===== src/rtl/fn_sw_pkg.sv =====
// Package: fn_sw_pkg
// Shared definitions for the fn_sw_nch channel selector family.
//   MODE_FIXED / MODE_RR : values of the mode input
//   sw_width()           : width of a channel index for a given channel count
//   rot_pri_enc()        : rotating priority encoder used by the round-robin arbiter
package fn_sw_pkg;

  localparam logic MODE_FIXED = 1'b0;
  localparam logic MODE_RR    = 1'b1;

  // Upper bounds of the supported configuration, used to size the helper
  // function arguments so one function serves every channel count.
  localparam int MAX_CH = 16;
  localparam int MAX_SW = 4;

  typedef struct packed {
    logic              found;
    logic [MAX_SW-1:0] idx;
  } rr_pick_t;

  // Channel index width; a 2-channel switch still needs a 1-bit index.
  function automatic int sw_width(input int n_ch);
    return (n_ch <= 2) ? 1 : $clog2(n_ch);
  endfunction

  // Finds the first set bit of vec scanning ptr+1, ptr+2, ... modulo n_ch.
  // ptr is assumed to be < n_ch, so one conditional subtract replaces modulo.
  function automatic rr_pick_t rot_pri_enc(input logic [MAX_CH-1:0] vec,
                                           input logic [MAX_SW-1:0] ptr,
                                           input int                n_ch);
    rr_pick_t pick;
    int       cand;
    pick = '0;
    for (int k = 1; k <= MAX_CH; k++) begin
      if (k <= n_ch) begin
        cand = int'(ptr) + k;
        if (cand >= n_ch) cand = cand - n_ch;
        if (!pick.found && vec[cand]) begin
          pick.found = 1'b1;
          pick.idx   = MAX_SW'(cand);
        end
      end
    end
    return pick;
  endfunction

endpackage


===== src/rtl/fn_sw_rr_arb.sv =====
// Module: fn_sw_rr_arb
// Combinational rotating-priority arbiter. The channel after ptr has the
// highest priority, wrapping around the channel count.
//   req     in  N_CH  request vector
//   ptr     in  SW    last granted channel
//   gnt     out N_CH  one-hot grant (zero when no request)
//   gnt_idx out SW    index of the granted channel
//   found   out 1     any request granted
module fn_sw_rr_arb
  import fn_sw_pkg::*;
#(
  parameter  int N_CH = 4,
  localparam int SW   = sw_width(N_CH)
) (
  input  logic [N_CH-1:0] req,
  input  logic [SW-1:0]   ptr,
  output logic [N_CH-1:0] gnt,
  output logic [SW-1:0]   gnt_idx,
  output logic            found
);

  rr_pick_t pick;

  always_comb begin
    pick    = rot_pri_enc(MAX_CH'(req), MAX_SW'(ptr), N_CH);
    found   = pick.found;
    gnt_idx = SW'(pick.idx);
    gnt     = '0;
    for (int i = 0; i < N_CH; i++) begin
      gnt[i] = pick.found && (pick.idx == MAX_SW'(i));
    end
  end

endmodule


===== src/rtl/fn_sw_nch.sv =====
// Module: fn_sw_nch
// N-channel registered selector with valid/ready handshakes. Picks one input
// channel either by a fixed select or round-robin over the valid channels and
// presents it through a single output register.
//   clk, rst_n        clock, asynchronous active-low reset
//   in_data/in_vld    producer data (channel i at [i*WIDTH +: WIDTH]) and valids
//   in_rdy            per-channel ready, one-hot or zero
//   mode, sel         MODE_FIXED uses sel, MODE_RR rotates over valid channels
//   out_data/out_ch   registered word and the channel that produced it
//   out_vld/out_rdy   output handshake
module fn_sw_nch
  import fn_sw_pkg::*;
#(
  parameter  int N_CH  = 4,
  parameter  int WIDTH = 8,
  localparam int SW    = sw_width(N_CH)
) (
  input  logic                  clk,
  input  logic                  rst_n,
  input  logic [N_CH*WIDTH-1:0] in_data,
  input  logic [N_CH-1:0]       in_vld,
  output logic [N_CH-1:0]       in_rdy,
  input  logic                  mode,
  input  logic [SW-1:0]         sel,
  output logic [WIDTH-1:0]      out_data,
  output logic [SW-1:0]         out_ch,
  output logic                  out_vld,
  input  logic                  out_rdy
);

  logic             ld_en;
  logic [SW-1:0]    rr_ptr;
  logic [N_CH-1:0]  rr_gnt;
  logic [SW-1:0]    rr_idx;
  logic             rr_found;
  logic [N_CH-1:0]  fix_gnt;
  logic             fix_found;
  logic [N_CH-1:0]  grant;
  logic [SW-1:0]    grant_idx;
  logic             any_grant;
  logic [WIDTH-1:0] grant_data;

  fn_sw_rr_arb #(.N_CH(N_CH)) u_arb (
    .req     (in_vld),
    .ptr     (rr_ptr),
    .gnt     (rr_gnt),
    .gnt_idx (rr_idx),
    .found   (rr_found)
  );

  // Fixed select only matches existing channels, so sel >= N_CH simply
  // yields no grant.
  always_comb begin
    fix_gnt   = '0;
    fix_found = 1'b0;
    for (int i = 0; i < N_CH; i++) begin
      if ((sel == SW'(i)) && in_vld[i]) begin
        fix_gnt[i] = 1'b1;
        fix_found  = 1'b1;
      end
    end
  end

  always_comb begin
    if (mode == MODE_RR) begin
      grant     = rr_gnt;
      grant_idx = rr_idx;
      any_grant = rr_found;
    end else begin
      grant     = fix_gnt;
      grant_idx = sel;
      any_grant = fix_found;
    end
  end

  // The register can accept a word when empty or when its word leaves now.
  assign ld_en  = !out_vld || out_rdy;
  assign in_rdy = grant & {N_CH{ld_en}};

  always_comb begin
    grant_data = '0;
    for (int i = 0; i < N_CH; i++) begin
      if (grant[i]) grant_data = in_data[i*WIDTH +: WIDTH];
    end
  end

  // Data and channel hold when nothing is granted so the bus only moves on
  // real words; the round-robin pointer advances only on an RR transfer.
  always_ff @(posedge clk or negedge rst_n) begin
    if (!rst_n) begin
      out_vld  <= 1'b0;
      out_data <= '0;
      out_ch   <= '0;
      rr_ptr   <= SW'(N_CH - 1);
    end else if (ld_en) begin
      out_vld <= any_grant;
      if (any_grant) begin
        out_data <= grant_data;
        out_ch   <= grant_idx;
        if (mode == MODE_RR) rr_ptr <= grant_idx;
      end
    end
  end

endmodule


===== config.mk =====
export PLATFORM = sky130hd
export DESIGN_NAME = fn_sw_nch
export DESIGN_NICKNAME = d
export VERILOG_FILES = /design/src/rtl/fn_sw_pkg.sv /design/src/rtl/fn_sw_rr_arb.sv /design/src/rtl/fn_sw_nch.sv
export SDC_FILE = /design/constraint.sdc
export NUM_CORES = 1
export LEC_CHECK = 0
export ABC_AREA = 1
export CAP_MARGIN = 20
export CORE_ASPECT_RATIO = 0.7
export CORE_UTILIZATION = 35
export CTS_BUF_LIST = sky130_fd_sc_hd__clkbuf_4 sky130_fd_sc_hd__clkbuf_8 sky130_fd_sc_hd__clkbuf_16
export DETAILED_ROUTE_END_ITERATION = 16
export PLACE_DENSITY = 0.68
export SETUP_SLACK_MARGIN = 0.1
export SLEW_MARGIN = 20
export SYNTH_ARGS = -nofsm -noshare
export SYNTH_HDL_FRONTEND = slang
export SYNTH_HIERARCHICAL = 1
export SYNTH_SLANG_ARGS = --single-unit
export TNS_END_PERCENT = 10

===== constraint.sdc =====
create_clock -name clk -period 2.3 [get_ports clk]
set_input_delay 0.23 -clock clk [delete_from_list [all_inputs] [get_ports clk]]
set_output_delay 0.23 -clock clk [all_outputs]
set_load 0.05 [all_outputs]

### Word level (Yosys, flattened, before mapping)

Cells that the tools add are included.

| operators by class | value |
|---|---|
| add/subtract/negate cells | 8 |
| $lt $le $gt $ge | 8 |
| equal/unequal tests | 6 |
| muxes and demuxes | 34 |
| bitwise gates (word level) | 1 |
| reduce and logical (&&, ||, !) cells | 20 |

Operators by type and width:

| kind | number |
|---|---|
| >= comparator 32 x 4 -> 1 bit (second input constant) | 4 |
| < comparator 32 x 6 -> 1 bit (second input constant) | 4 |
| two-way mux 32 bit | 4 |
| subtractor 32 x 4 -> 32 bit (second input constant) | 4 |
| two-way mux 8 bit | 4 |
| two-way mux 5 bit | 4 |
| binary-select mux 1 bit (select 4 bit) | 4 |
| two-way mux 1 bit | 16 |
| logical AND 1 bit | 11 |
| == test 4 x 2 -> 1 bit (second input constant) | 2 |
| adder 2 x 2 -> 3 bit (second input constant) | 2 |
| adder 2 x 3 -> 4 bit (second input constant) | 1 |
| bitwise AND 4 bit | 1 |
| == test 2 bit (second input constant) | 2 |
| == test 4 x 1 -> 1 bit (second input constant) | 1 |
| zero test 1 bit | 4 |
| zero test 4 bit | 1 |
| two-way mux 4 bit | 1 |
| adder 2 x 1 -> 3 bit (second input constant) | 1 |
| AND reduction 3 bit | 1 |
| == test 2 x 1 -> 1 bit (second input constant) | 1 |
| zero test 2 bit | 1 |
| two-way mux 2 bit | 1 |
| AND reduction 2 bit | 1 |
| logical OR 1 bit | 1 |

| storage, ports and cells | value |
|---|---|
| register bits after elaboration | 13 |
| bits of input ports | 42 |
| logic and storage cells | 81 |

### Longest topological paths before layout

| depth | value |
|---|---|
| depth in word-level cells | 23 |
| mapped depth | 21 |
| depth with buffers taken out | 20 |

### By module

The synthesis kept the hierarchy.

By module, submodules not included:

| module | instances | cells an instance | area each (µm²) | seq. area each (µm²) |
|---|---|---|---|---|
| fn_sw_nch | 1 | 164 | 1046.0 | 327.8 |
| fn_sw_rr_arb | 1 | 71 | 494.2 | 0.0 |

### Worst setup path before layout

OpenSTA, ideal clock, no wires.

| timing path | value |
|---|---|
| path type | reg2out |
| start point | reg rr_ptr[0] |
| end point | out in_rdy[2] |
| arrival time | 2.861 ns |
| data required time | 2.070 ns |
| slack | -0.791 ns |
| stages on the path, launching flop included | 19 |
| buffers on the path | 2 |
| cells stage by stage | dfstp_2 buf_6 inv_8 ha_1 inv_2 nand3_2 inv_2 nor2_8 inv_1 nor2_1 nand2_1 nand2_1 nor2_2 nor2_1 nand2_1 o21ai_4 buf_6 inv_1 nor2_1 |

| on the way | value |
|---|---|
| cells in the longest elaborated chain, start to end | 20 |
| elaborated cells between the ends (all ways) | 42 |
| classes of those cells | add/sub (8); order compare (4); eq/ne (1); mux (21); bitwise (1); reduce/logical (7) |

Ends and longest elaborated chain:

| item | line | RTL |
|---|---|---|
| start: declaration | fn_sw_nch.sv:32 | `logic [SW-1:0] rr_ptr;` |
| start signal: assignment | fn_sw_nch.sv:94 | `rr_ptr <= SW'(N_CH - 1);` |
| start signal: assignment | fn_sw_nch.sv:100 | `if (mode == MODE_RR) rr_ptr <= grant_idx;` |
| adder 2 x 1 -> 3 bit | fn_sw_pkg.sv:36 | `cand = int'(ptr) + k;` |
| subtractor 32 x 4 -> 32 bit or >= comparator 32 x 4 -> 1 bit (tied branches) | fn_sw_pkg.sv:37 | `if (cand >= n_ch) cand = cand - n_ch;` |
| two-way mux 32 bit | fn_sw_pkg.sv:37 |  |
| binary-select mux 1 bit (select 4 bit) | fn_sw_pkg.sv:38 | `if (!pick.found && vec[cand]) begin` |
| two-way mux 1 bit (not written as such) (2 in series) | fn_sw_pkg.sv:38 |  |
| two-way mux 5 bit | fn_sw_pkg.sv:38 |  |
| zero test 1 bit | fn_sw_pkg.sv:38 |  |
| logical AND 1 bit | fn_sw_pkg.sv:38 |  |
| (+4 left out) | - |  |
| zero test 1 bit | fn_sw_pkg.sv:38 |  |
| logical AND 1 bit | fn_sw_pkg.sv:38 |  |
| two-way mux 5 bit (*) | fn_sw_pkg.sv:38 |  |
| == test 4 x 2 -> 1 bit | fn_sw_rr_arb.sv:30 | `gnt[i] = pick.found && (pick.idx == MAX_SW'(i));` |
| logical AND 1 bit (*) | fn_sw_rr_arb.sv:30 |  |
| net rr_gnt[2] | fn_sw_nch.sv:33 | `logic [N_CH-1:0] rr_gnt;` |
| two-way mux 4 bit (*) | fn_sw_nch.sv:65 | `if (mode == MODE_RR) begin` |
| bitwise AND 4 bit (*) | fn_sw_nch.sv:78 | `assign in_rdy = grant & {N_CH{ld_en}};` |
| end: declaration | fn_sw_nch.sv:22 | `output logic [N_CH-1:0] in_rdy,` |

The timed path passes the listed nets; every way through them passes the cells marked *. The select of a mux whose other input is x is not followed.

### Worst setup path after layout

| timing path | value |
|---|---|
| start point | reg rr_ptr[0] |
| end point | out in_rdy[3] |

| on the way | value |
|---|---|
| cells in the longest elaborated chain, start to end | 20 |
| elaborated cells between the ends (all ways) | 42 |
| classes of those cells | add/sub (8); order compare (4); eq/ne (1); mux (21); bitwise (1); reduce/logical (7) |

Ends and longest elaborated chain:

| item | line | RTL |
|---|---|---|
| adder 2 x 1 -> 3 bit | fn_sw_pkg.sv:36 |  |
| subtractor 32 x 4 -> 32 bit or >= comparator 32 x 4 -> 1 bit (tied branches) | fn_sw_pkg.sv:37 |  |
| two-way mux 32 bit | fn_sw_pkg.sv:37 |  |
| binary-select mux 1 bit (select 4 bit) | fn_sw_pkg.sv:38 |  |
| two-way mux 1 bit (not written as such) (2 in series) | fn_sw_pkg.sv:38 |  |
| two-way mux 5 bit | fn_sw_pkg.sv:38 |  |
| zero test 1 bit | fn_sw_pkg.sv:38 |  |
| logical AND 1 bit | fn_sw_pkg.sv:38 |  |
| (+5 left out) | - |  |
| logical AND 1 bit | fn_sw_pkg.sv:38 |  |
| two-way mux 5 bit (*) | fn_sw_pkg.sv:38 |  |
| net rr_idx[0] | fn_sw_nch.sv:34 | `logic [SW-1:0] rr_idx;` |
| == test 4 x 2 -> 1 bit (*) | fn_sw_rr_arb.sv:30 |  |
| logical AND 1 bit (*) | fn_sw_rr_arb.sv:30 |  |
| net rr_gnt[3] | fn_sw_nch.sv:33 |  |
| two-way mux 4 bit (*) | fn_sw_nch.sv:65 |  |
| bitwise AND 4 bit (*) | fn_sw_nch.sv:78 |  |

Marks and branches as above.

==> out/results.tsv <==
metric	value	unit
clkPwrFrac	0.047	
min_period	2.64	ns
rows	19	
grt_pass1_vias	1414	
die_x	81.3	microns
area_growth	59.2	%
ctsHoldBuffers	0	
seq_area_frac_synth	0.213	
sw_frac_of_total	0.550	
drive_gt1_frac	0.299	
start_kind	register	
clk_pin_slew	0.06	ns
drc	0	
period_share	1.15	
drt_iter0_drc	54	
firstDrtPassIters	4	
ant_nets	0	
netlist.area_leader.share	0.200	
slew_viol_final	0	
maxCapViolCount	0	
core_area	4070	sq um
p_total	4.41	mW
hp-class	input pin to async pin	
grt_pass1_wl	6.52	mm
grt_usage	0.184	
wirelength_met1	2.21	mm
worstSetupPathType	register to output port	
outcome	complete, but fails checks	
synth_nets	282	
power_density	1800	nW/um^2
top_layer_used	met4	
avgSynthCellArea	6.55	sq um
synth_cell_types	27	
ys_ff_latch	13	
diodes	0	
vias	1627	
slew_headroom	0.618	
ys.warnings.count	6	
yosysTopAreaCell	nand2_1	
die_h	57.5	microns
start_util	0.379	
place_ws	-0.210	ns
cts_made_buffers	3	
cts_tree	yes	
internal-power	1.99	mW
clock-sinks	13	
hold_viol_final	0	
clk_latency	0.24	ns
gp_congestion	0.795	
max_freq	0.378	GHz
leakage	1.22	nW
synth_area_leaders	nand2_1, dfrtp_1, a21oi_1	
setup_violations	12	
crit_required	2.07	ns
dp_hpwl	3.49	mm
wl_met3	143	microns
wire_per_inst	11.6	microns
synth_cells	235	
clock_skew	0.00780	ns
failed_checks	setup timing	
wl_met2	1.82	mm
critPathArrivalTime	2.41	ns
antenna_found_initial	0	
clockBufferDepth	2	
grt_max_degree	16	
cp_max_fo	4	
ctsRootBufferMaster	clkbuf_8	
cp-end-kind	output port	
overflow	0	
nets	359	
p_sw	2.43	mW
h-tree-depth	1	
die_area	4670	sq um
share_comb_of_total_power	0.858	
rsz0062_at_grt	yes	
setup_ws	-0.344	ns
finalWirelength	4.20	mm
tightestPinTransition	0.571	ns
port_buffers	56	
synth.cell_area	1540	sq um
io-pin-count	57	
ir_drop	1200	uV
vias_per_cell	4.48	
sequentialPowerShare	0.094	
==> registers in the layout, indices dropped and copies added, names as in the netlist <==
signal	cells
out_data	8
out_ch	2
rr_ptr	2
out_vld	1
==> cells in the final DEF (no fill, tap or decap), types with 5 or more instances in the layout <==
master           count
dfrtp_1             11
buf_12               5
nor2_1              14
inv_1               18
nor2_2               9
buf_4               21
nand3_1              7
nand2_4              7
nand2_2              9
a21oi_1             26
nand2_1             81
inv_2                6
nand3_2              9
clkdlybuf4s50_1     52
==> worst max-delay path, stage by stage, from the launching register on <==
cell and delay, ns:
dfstp_2 0.59, inv_8 0.04, ha_4 0.31, inv_4 0.05
nand3_2 0.05, inv_2 0.05, nor2_8 0.11, nand3_2 0.08
nor2_2 0.09, nor2_2 0.06, nand2_2 0.09, inv_2 0.05
nor2_2 0.08, nand2_1 0.15, a21oi_4 0.21, buf_12 0.15
==> final cells by class <==
cell class	instances	area (sq um)
sequential	13	328
tap	52	65.1
multi-input combinational	185	1100
inverter	31	136
clock buffer	4	48.8
timing repair buffer	78	778
fill	373	1610
==> what timing repair did <==
item / 4_1_cts / 5_1_grt
setup endpoints to repair: 16 / 17
resized for setup: 2 / 7
gates cloned: 0 / 0
pin swaps: 3 / 0
hold endpoints to repair: 0 / 0
buffers inserted: 2 / 0
==> routing by layer <==
layer  track usage  up-vias
li1              -      886
met1         0.285      710
met2         0.263       29
met3        0.0144        2
met4        0.0612        0
met5             0        -
==> cells in the mapped netlist <==
master and number:
clkinv_4 1, nand4_1 1, o21ai_1 2, nand2_4 5, dfrtp_1 11, o21ai_0 1
nand3_2 9, nand2_1 82, o21ai_4 2, nor2_1 19, buf_6 5, inv_8 1
nor2_8 1, nor2_2 6, nand3_1 8, nor2_4 2, nand3_4 2, clkinv_1 2
inv_2 5, inv_4 1, a21oi_1 28, ha_1 5, buf_4 1, dfstp_2 2
inv_1 21, a21oi_2 2, nand2_2 10
==> logic make-up (layout without fill, tap and decap cells) <==
family                     after synthesis  count (layout)  share of synthesized area
and+or+nand+nor                        145             145                      0.487
AOI/OAI and AO/OA                       35              35                      0.133
buffers and inverters                   37             113                      0.127
adders and majority gates                5               5                     0.0406
DFF                                     13              13                      0.213
==> final timing paths <==
check | startpoint | endpoint | slack (ns) | cells past startpoint
max reg2reg | rr_ptr[0]$_DFFE_PN1P_ | out_data[3]$_DFFE_PN0P_ | -0.26 | 18
max | rr_ptr[0]$_DFFE_PN1P_ | in_rdy[3] | -0.34 | 15
min in group clk | out_data[2]$_DFFE_PN0P_ | out_data[2]$_DFFE_PN0P_ | 0.48 | 2
min reg2reg | out_data[2]$_DFFE_PN0P_ | out_data[2]$_DFFE_PN0P_ | 0.48 | 2
min | rst_n | out_data[5]$_DFFE_PN0P_ | 0.36 | 1
max in group asynchronous | rst_n | out_data[6]$_DFFE_PN0P_ | 1.56 | 1
==> power groups by stage <==
stage | Combinational, mW | Sequential (mW) | Clock [mW]
global route | 4.10 | 0.426 | 0.223
detailed placement | 3.67 | 0.420 | 0
CTS | 3.73 | 0.419 | 0.216
finish | 3.79 | 0.417 | 0.209
global placement | 3.63 | 0.422 | 0
floorplan | 2.30 | 0.714 | 0
==> per-stage QoR <==
stage | TNS (ns) | std cells | hold WS (ns) | instance area [sq um] | utilization
after floorplan | -2.34 | 235 | -0.0656 | 1590 | -
after global placement | -1.68 | 357 | 0.470 | 2360 | 0.580
after detailed placement | -2.14 | 357 | 0.472 | 2360 | 0.580
after CTS | -3.49 | 363 | 0.373 | 2430 | 0.597
after global routing | -5.51 | 363 | 0.416 | 2450 | 0.603
final | -3.10 | 363 | 0.357 | 2450 | 0.603
(Power assumes the default switching activity.)
